### src/rtl/alu_control_sequencer.sv
// alu_control_sequencer: hardwired control unit for instruction fetch and
// ALU-class execution. A Moore FSM steps through T0..T6, decoding the
// opcode held in IR at T3, and drives the datapath strobes, one-hot
// register selects and one-hot ALU operation selects.
//
// Optional build macro CTRL_INSTR_COUNT_EN adds a 32-bit retired
// instruction counter output (instr_count).
module alu_control_sequencer #(
    parameter int NUM_REGS = 16,
    parameter int OPC_W    = 5
) (
    input  logic                Clock,
    input  logic                Clear,
    input  logic                Run,
    input  logic [31:0]         IR,
    input  logic                mem_ready,
    output logic                PCout,
    output logic                MDRout,
    output logic                Zhighout,
    output logic                Zlowout,
    output logic                HIout,
    output logic                LOout,
    output logic                PCin,
    output logic                MARin,
    output logic                MDRin,
    output logic                IRin,
    output logic                Yin,
    output logic                Zin,
    output logic                HIin,
    output logic                LOin,
    output logic                IncPC,
    output logic                Read,
    output logic [NUM_REGS-1:0] Rout,
    output logic [NUM_REGS-1:0] Rin,
    output logic [12:0]         alu_sel,
    output logic                halted,
    output logic                illegal
`ifdef CTRL_INSTR_COUNT_EN
    ,
    output logic [31:0]         instr_count
`endif
);

    localparam logic [3:0] S_IDLE   = 4'd0;
    localparam logic [3:0] S_T0     = 4'd1;
    localparam logic [3:0] S_T1     = 4'd2;
    localparam logic [3:0] S_T2     = 4'd3;
    localparam logic [3:0] S_T3     = 4'd4;
    localparam logic [3:0] S_T4     = 4'd5;
    localparam logic [3:0] S_T5     = 4'd6;
    localparam logic [3:0] S_T6     = 4'd7;
    localparam logic [3:0] S_HALTED = 4'd8;

    logic [3:0]       state;
    logic [3:0]       state_nxt;
    logic             t1_first;
    logic [OPC_W-1:0] opcode;
    logic [3:0]       ra;
    logic [3:0]       rb;
    logic [3:0]       rc;
    logic             is_two;
    logic             is_md;
    logic             is_un;
    logic             is_halt;
    logic             is_undef;
    logic             final_exec;
    logic [3:0]       end_state;
    logic [12:0]      alu_onehot;
    logic             unused_ir;

    // One-hot register select from a 4-bit register field.
    function automatic logic [NUM_REGS-1:0] reg_sel(input logic [3:0] idx);
        reg_sel = {{(NUM_REGS-1){1'b0}}, 1'b1} << idx;
    endfunction

    assign opcode     = IR[31:32-OPC_W];
    assign ra         = IR[26:23];
    assign rb         = IR[22:19];
    assign rc         = IR[18:15];
    assign unused_ir  = ^IR[14:0];

    assign is_two     = (opcode <= OPC_W'(8));
    assign is_md      = (opcode == OPC_W'(9)) || (opcode == OPC_W'(10));
    assign is_un      = (opcode == OPC_W'(11)) || (opcode == OPC_W'(12));
    assign is_halt    = (opcode == OPC_W'(31));
    assign is_undef   = !(is_two || is_md || is_un || is_halt);
    assign alu_onehot = 13'd1 << opcode;

    // The cycle in which an instruction retires: its last execute state.
    assign final_exec = ((state == S_T5) && is_two) ||
                        ((state == S_T6) && is_md)  ||
                        ((state == S_T4) && is_un);
    assign end_state  = Run ? S_T0 : S_IDLE;

    // State register, first-T1 marker and sticky illegal-opcode flag.
    always_ff @(posedge Clock) begin
        if (Clear) begin
            state    <= S_IDLE;
            t1_first <= 1'b0;
            illegal  <= 1'b0;
        end else begin
            state    <= state_nxt;
            t1_first <= (state == S_T0);
            if ((state == S_T3) && is_undef)
                illegal <= 1'b1;
        end
    end

`ifdef CTRL_INSTR_COUNT_EN
    // Retired ALU/MUL/DIV instruction counter; wraps naturally at 2^32.
    always_ff @(posedge Clock) begin
        if (Clear)
            instr_count <= '0;
        else if (final_exec)
            instr_count <= instr_count + 32'd1;
    end
`endif

    // Next-state decode; the opcode only steers the sequence from T3 on.
    always_comb begin
        state_nxt = state;
        case (state)
            S_IDLE:   state_nxt = Run ? S_T0 : S_IDLE;
            S_T0:     state_nxt = S_T1;
            S_T1:     state_nxt = mem_ready ? S_T2 : S_T1;
            S_T2:     state_nxt = S_T3;
            S_T3: begin
                if (is_two || is_md || is_un)
                    state_nxt = S_T4;
                else if (is_halt)
                    state_nxt = S_HALTED;
                else
                    state_nxt = end_state;
            end
            S_T4:     state_nxt = is_un ? end_state : S_T5;
            S_T5:     state_nxt = is_md ? S_T6 : end_state;
            S_T6:     state_nxt = end_state;
            S_HALTED: state_nxt = S_HALTED;
            default:  state_nxt = S_IDLE;
        endcase
    end

    // Output decode from registered state plus IR fields only.
    always_comb begin
        PCout    = 1'b0;
        MDRout   = 1'b0;
        Zhighout = 1'b0;
        Zlowout  = 1'b0;
        HIout    = 1'b0;
        LOout    = 1'b0;
        PCin     = 1'b0;
        MARin    = 1'b0;
        MDRin    = 1'b0;
        IRin     = 1'b0;
        Yin      = 1'b0;
        Zin      = 1'b0;
        HIin     = 1'b0;
        LOin     = 1'b0;
        IncPC    = 1'b0;
        Read     = 1'b0;
        Rout     = '0;
        Rin      = '0;
        alu_sel  = '0;
        halted   = 1'b0;
        case (state)
            S_T0: begin
                PCout = 1'b1;
                MARin = 1'b1;
                IncPC = 1'b1;
                Zin   = 1'b1;
            end
            S_T1: begin
                // Only the first T1 cycle writes the incremented PC back.
                Zlowout = t1_first;
                PCin    = t1_first;
                Read    = 1'b1;
                MDRin   = 1'b1;
            end
            S_T2: begin
                MDRout = 1'b1;
                IRin   = 1'b1;
            end
            S_T3: begin
                if (is_two || is_md) begin
                    Rout = reg_sel(rb);
                    Yin  = 1'b1;
                end else if (is_un) begin
                    Rout    = reg_sel(rb);
                    alu_sel = alu_onehot;
                    Zin     = 1'b1;
                end
            end
            S_T4: begin
                if (is_two || is_md) begin
                    Rout    = reg_sel(rc);
                    alu_sel = alu_onehot;
                    Zin     = 1'b1;
                end else if (is_un) begin
                    Zlowout = 1'b1;
                    Rin     = reg_sel(ra);
                end
            end
            S_T5: begin
                if (is_two) begin
                    Zlowout = 1'b1;
                    Rin     = reg_sel(ra);
                end else if (is_md) begin
                    Zlowout = 1'b1;
                    LOin    = 1'b1;
                end
            end
            S_T6: begin
                if (is_md) begin
                    Zhighout = 1'b1;
                    HIin     = 1'b1;
                end
            end
            S_HALTED: halted = 1'b1;
            default: ;
        endcase
    end

endmodule

### config.mk
export PLATFORM = sky130hd
export DESIGN_NAME = alu_control_sequencer
export DESIGN_NICKNAME = d
export VERILOG_FILES = /design/src/rtl/alu_control_sequencer.sv
export SDC_FILE = /design/constraint.sdc
export NUM_CORES = 1
export LEC_CHECK = 0
export CAP_MARGIN = 15
export CORE_UTILIZATION = 35
export DETAILED_ROUTE_END_ITERATION = 10
export GPL_TIMING_DRIVEN = 0
export PLACE_DENSITY = 0.89
export SYNTH_ARGS = -nofsm -noshare
export SYNTH_HDL_FRONTEND = slang
export SYNTH_SLANG_ARGS = --single-unit
### constraint.sdc
create_clock -name Clock -period 8.5 [get_ports Clock]
set_input_delay 2.55 -clock Clock [delete_from_list [all_inputs] [get_ports Clock]]
set_output_delay 2.55 -clock Clock [all_outputs]
set_load 0.03 [all_outputs]
==> qor.csv, run 1 <==
metric,value,unit
drc,0,
worstMarginPinSlew,0.736,ns
firstDrtPassIters,4,
finalPower,123,uW
io_pins,99,
cts_hold_buf,0,
netlist_area,1140,sq um
globalplace.congestion,0.856,
final_area,2030,sq um
synth_cells,169,
yosysUniqueCellTypes,49,
min-delay-path-class,flip-flop to flip-flop,
setup_viol,0,
grt_util_met2,0.417,
post-route-util,0.661,
irDropWorstVdd,0.0000773,V
startpoint_type,input port,
die_h,59.1,microns
grt_pass1_vias,1422,
cap_viol_max_count,0,
wire_per_inst,13.4,microns
fin_skew,0.00440,ns
vias_per_cell,5.43,
syn2layout_area_growth,78.2,%
dieArea,3490,sq um
reg2reg_to,state[0],
critPathKind,input port to output pin,
synth_edf_count,0,
dpl.hpwl,3190,microns
nets,292,
io_buffer_count,81,
syn_avg_cell_area,6.75,sq um
cts.repair.resized,0,
post_cts.repair.setup_buffers,0,
endpoint,alu_sel[0],
crit_fanout,5,
finalWirelength,3980,microns
grt.overflow.total,0,
busiest_layer,met2,
r2r_start,state[3],
period_share,0.892,
r2r_slack,6.81,ns
timing.setup.tns,0,ns
clock_latency,0.24,ns
grt_setup_unrepaired,no,
status,"finished, final reports clean",
required,5.95,ns
start_util,0.371,
p_clk_frac,0.213,
core_area,3080,sq um
cts_tree,yes,
slew_headroom,0.503,
switching_share,0.391,
ant_nets,0,
h-tree-depth,1,
grt_util_met3,0.0764,
power_frac_comb,0.538,
hold_viol,0,
grt_max_degree,11,
fmax,132,MHz
num_antenna_cells,0,
grt_pass1_wl,6150,microns
p_leak,0.000672,uW
cp-startpoint,IR[29],
yosysSeqAreaShare,0.105,
rows,20,
ys.flop_type,dfxtp_1,
synth_seq_cells,6,
period_minus_slack,7.58,ns
cts_made_buffers,3,
cp.arrival,5.03,ns
synthArstFlopShare,0,
powerDensity,60.6,nW/um^2
drt_iter0_drc,108,
internal_power,75.0,uW
p_switching,48.1,uW
die_x,59.1,microns
nFillCells,285,
hold_ws,0.466,ns
crit_path_end_kind,output pin,
grt_antenna_before_repair,0,
clock_tree.buffer_depth,2,
grt_use_met1,0.250,
cts.clk_slew.worst_paths,0.05,ns
ff2ff_path_depth,5,
ctsRootBufferMaster,clkbuf_4,
yosysWarnings,0,
vias,1618,
drive_gt1_frac,0.102,
power_frac_seq,0.249,
dpl_cell_area,2010,sq um
cts_sinks,6,
grt_usage,0.224,
slew_violations,0,
==> worst min path at each step <==
stage / from / to / slack, ns / cells past startpoint
after floorplan: state[2] / illegal / 0.64 / 3
after global placement: illegal / illegal / 0.45 / 2
after detailed placement: illegal / illegal / 0.46 / 2
after CTS: illegal / illegal / 0.47 / 2
after global routing: illegal / illegal / 0.58 / 2
final: illegal / illegal / 0.47 / 2
==> cell usage after synthesis (2+ instances only) <==
master    count  share of area
nor3_1       14          0.061
clkbuf_1      3         0.0099
inv_1         4          0.013
a21o_1        2          0.013
or2_2         2          0.011
o211ai_1      2          0.013
buf_2         6          0.026
a21oi_2       2          0.015
nor4_1       10          0.055
nand2_1      11          0.036
or3_1         2          0.011
nor2b_1       2          0.011
a31oi_1       3          0.016
nor4b_1       2          0.015
dfxtp_1       6           0.11
buf_6         2          0.020
o22ai_1      14          0.077
a21oi_1       4          0.018
and2_1        3          0.016
nand3b_1      5          0.033
nand2b_1     16          0.088
nor2_1       13          0.043
nand4_1       2          0.011
nand3_1       6          0.026
o22ai_2       2          0.022
buf_4         7          0.046
a211oi_1      2          0.013
==> kinds of logic after synthesis <==
logic type | after synthesis | synth area share
AOI/OAI and AO/OA | 43 | 0.276
xor gates and xnor gates | 1 | 0.00768
buffers and inverters | 22 | 0.115
DFF | 6 | 0.105
other | 1 | 0.00329
and+or+nand+nor | 96 | 0.492
==> critical path: stages <==
cell	delay [ns]
clkdlybuf4s50_1	0.53
or3b_1	0.39
a21oi_2	0.25
nand3_1	0.14
a2111oi_1	0.42
clkdlybuf4s50_1	0.75
==> per-layer routing <==
metal	vias to the layer above	wire, microns
met5	-	0
met2	81	1900
met1	726	1610
met4	0	19
met3	2	443
li1	809	-
==> registers in the layout (all words and copies together) (netlist names) <==
| name | flops |
|---|---|
| illegal | 1 |
| state | 4 |
| t1_first | 1 |
==> power by group through the flow <==
stage	registers (uW)	clock network [uW]	logic, uW
floorplan	31.0	0	39.7
global placement	31.1	0	64.7
detailed placement	31.1	0	65.4
CTS	30.6	26.8	65.8
global route	30.7	29.1	70.8
finish	30.6	26.2	66.3
==> placed cells by master, fill, tap and decap left out, types with 3 or more instances in the layout <==
cell type / count
nor4_1: 10
nand2b_1: 16
nand3_1: 6
inv_1: 4
and2_1: 3
o22ai_1: 14
buf_2: 6
clkdlybuf4s50_1: 81
dfxtp_1: 6
buf_4: 7
nor3_1: 14
nand3b_1: 5
clkbuf_4: 3
clkbuf_1: 3
a31oi_1: 3
a21oi_1: 4
nand2_1: 11
nor2_1: 13
==> stage by stage <==
step,instances,worst slack (ns)
finish,298,0.920
global route,298,0.758
CTS,298,0.914
detailed placement,295,0.922
global placement,295,0.942
floorplan,170,1.48
==> cell type report <==
type                    count  area, sq um  area share
clock buffers               3         22.5      0.0111
flip-flops and latches      6          120      0.0591
repair buffers             81          811       0.399
multi-input cells         142          893       0.439
plain buffers              18          116      0.0572
well taps                  44         55.1      0.0271
inverters                   4         15.0     0.00738
Power figures use the tool's default switching activity.
==> run 2, diff against run 1 <==
- CAP_MARGIN: 15 -> 20
==> results of run 2 <==
Final layout, timing and power as in run 1 (identical DEF).
==> run 3, diff against run 2 <==
- ABC_CLOCK_PERIOD_IN_PS: unset -> 8500
==> results of run 3 <==
Final layout, timing and power as in run 1 (identical DEF).
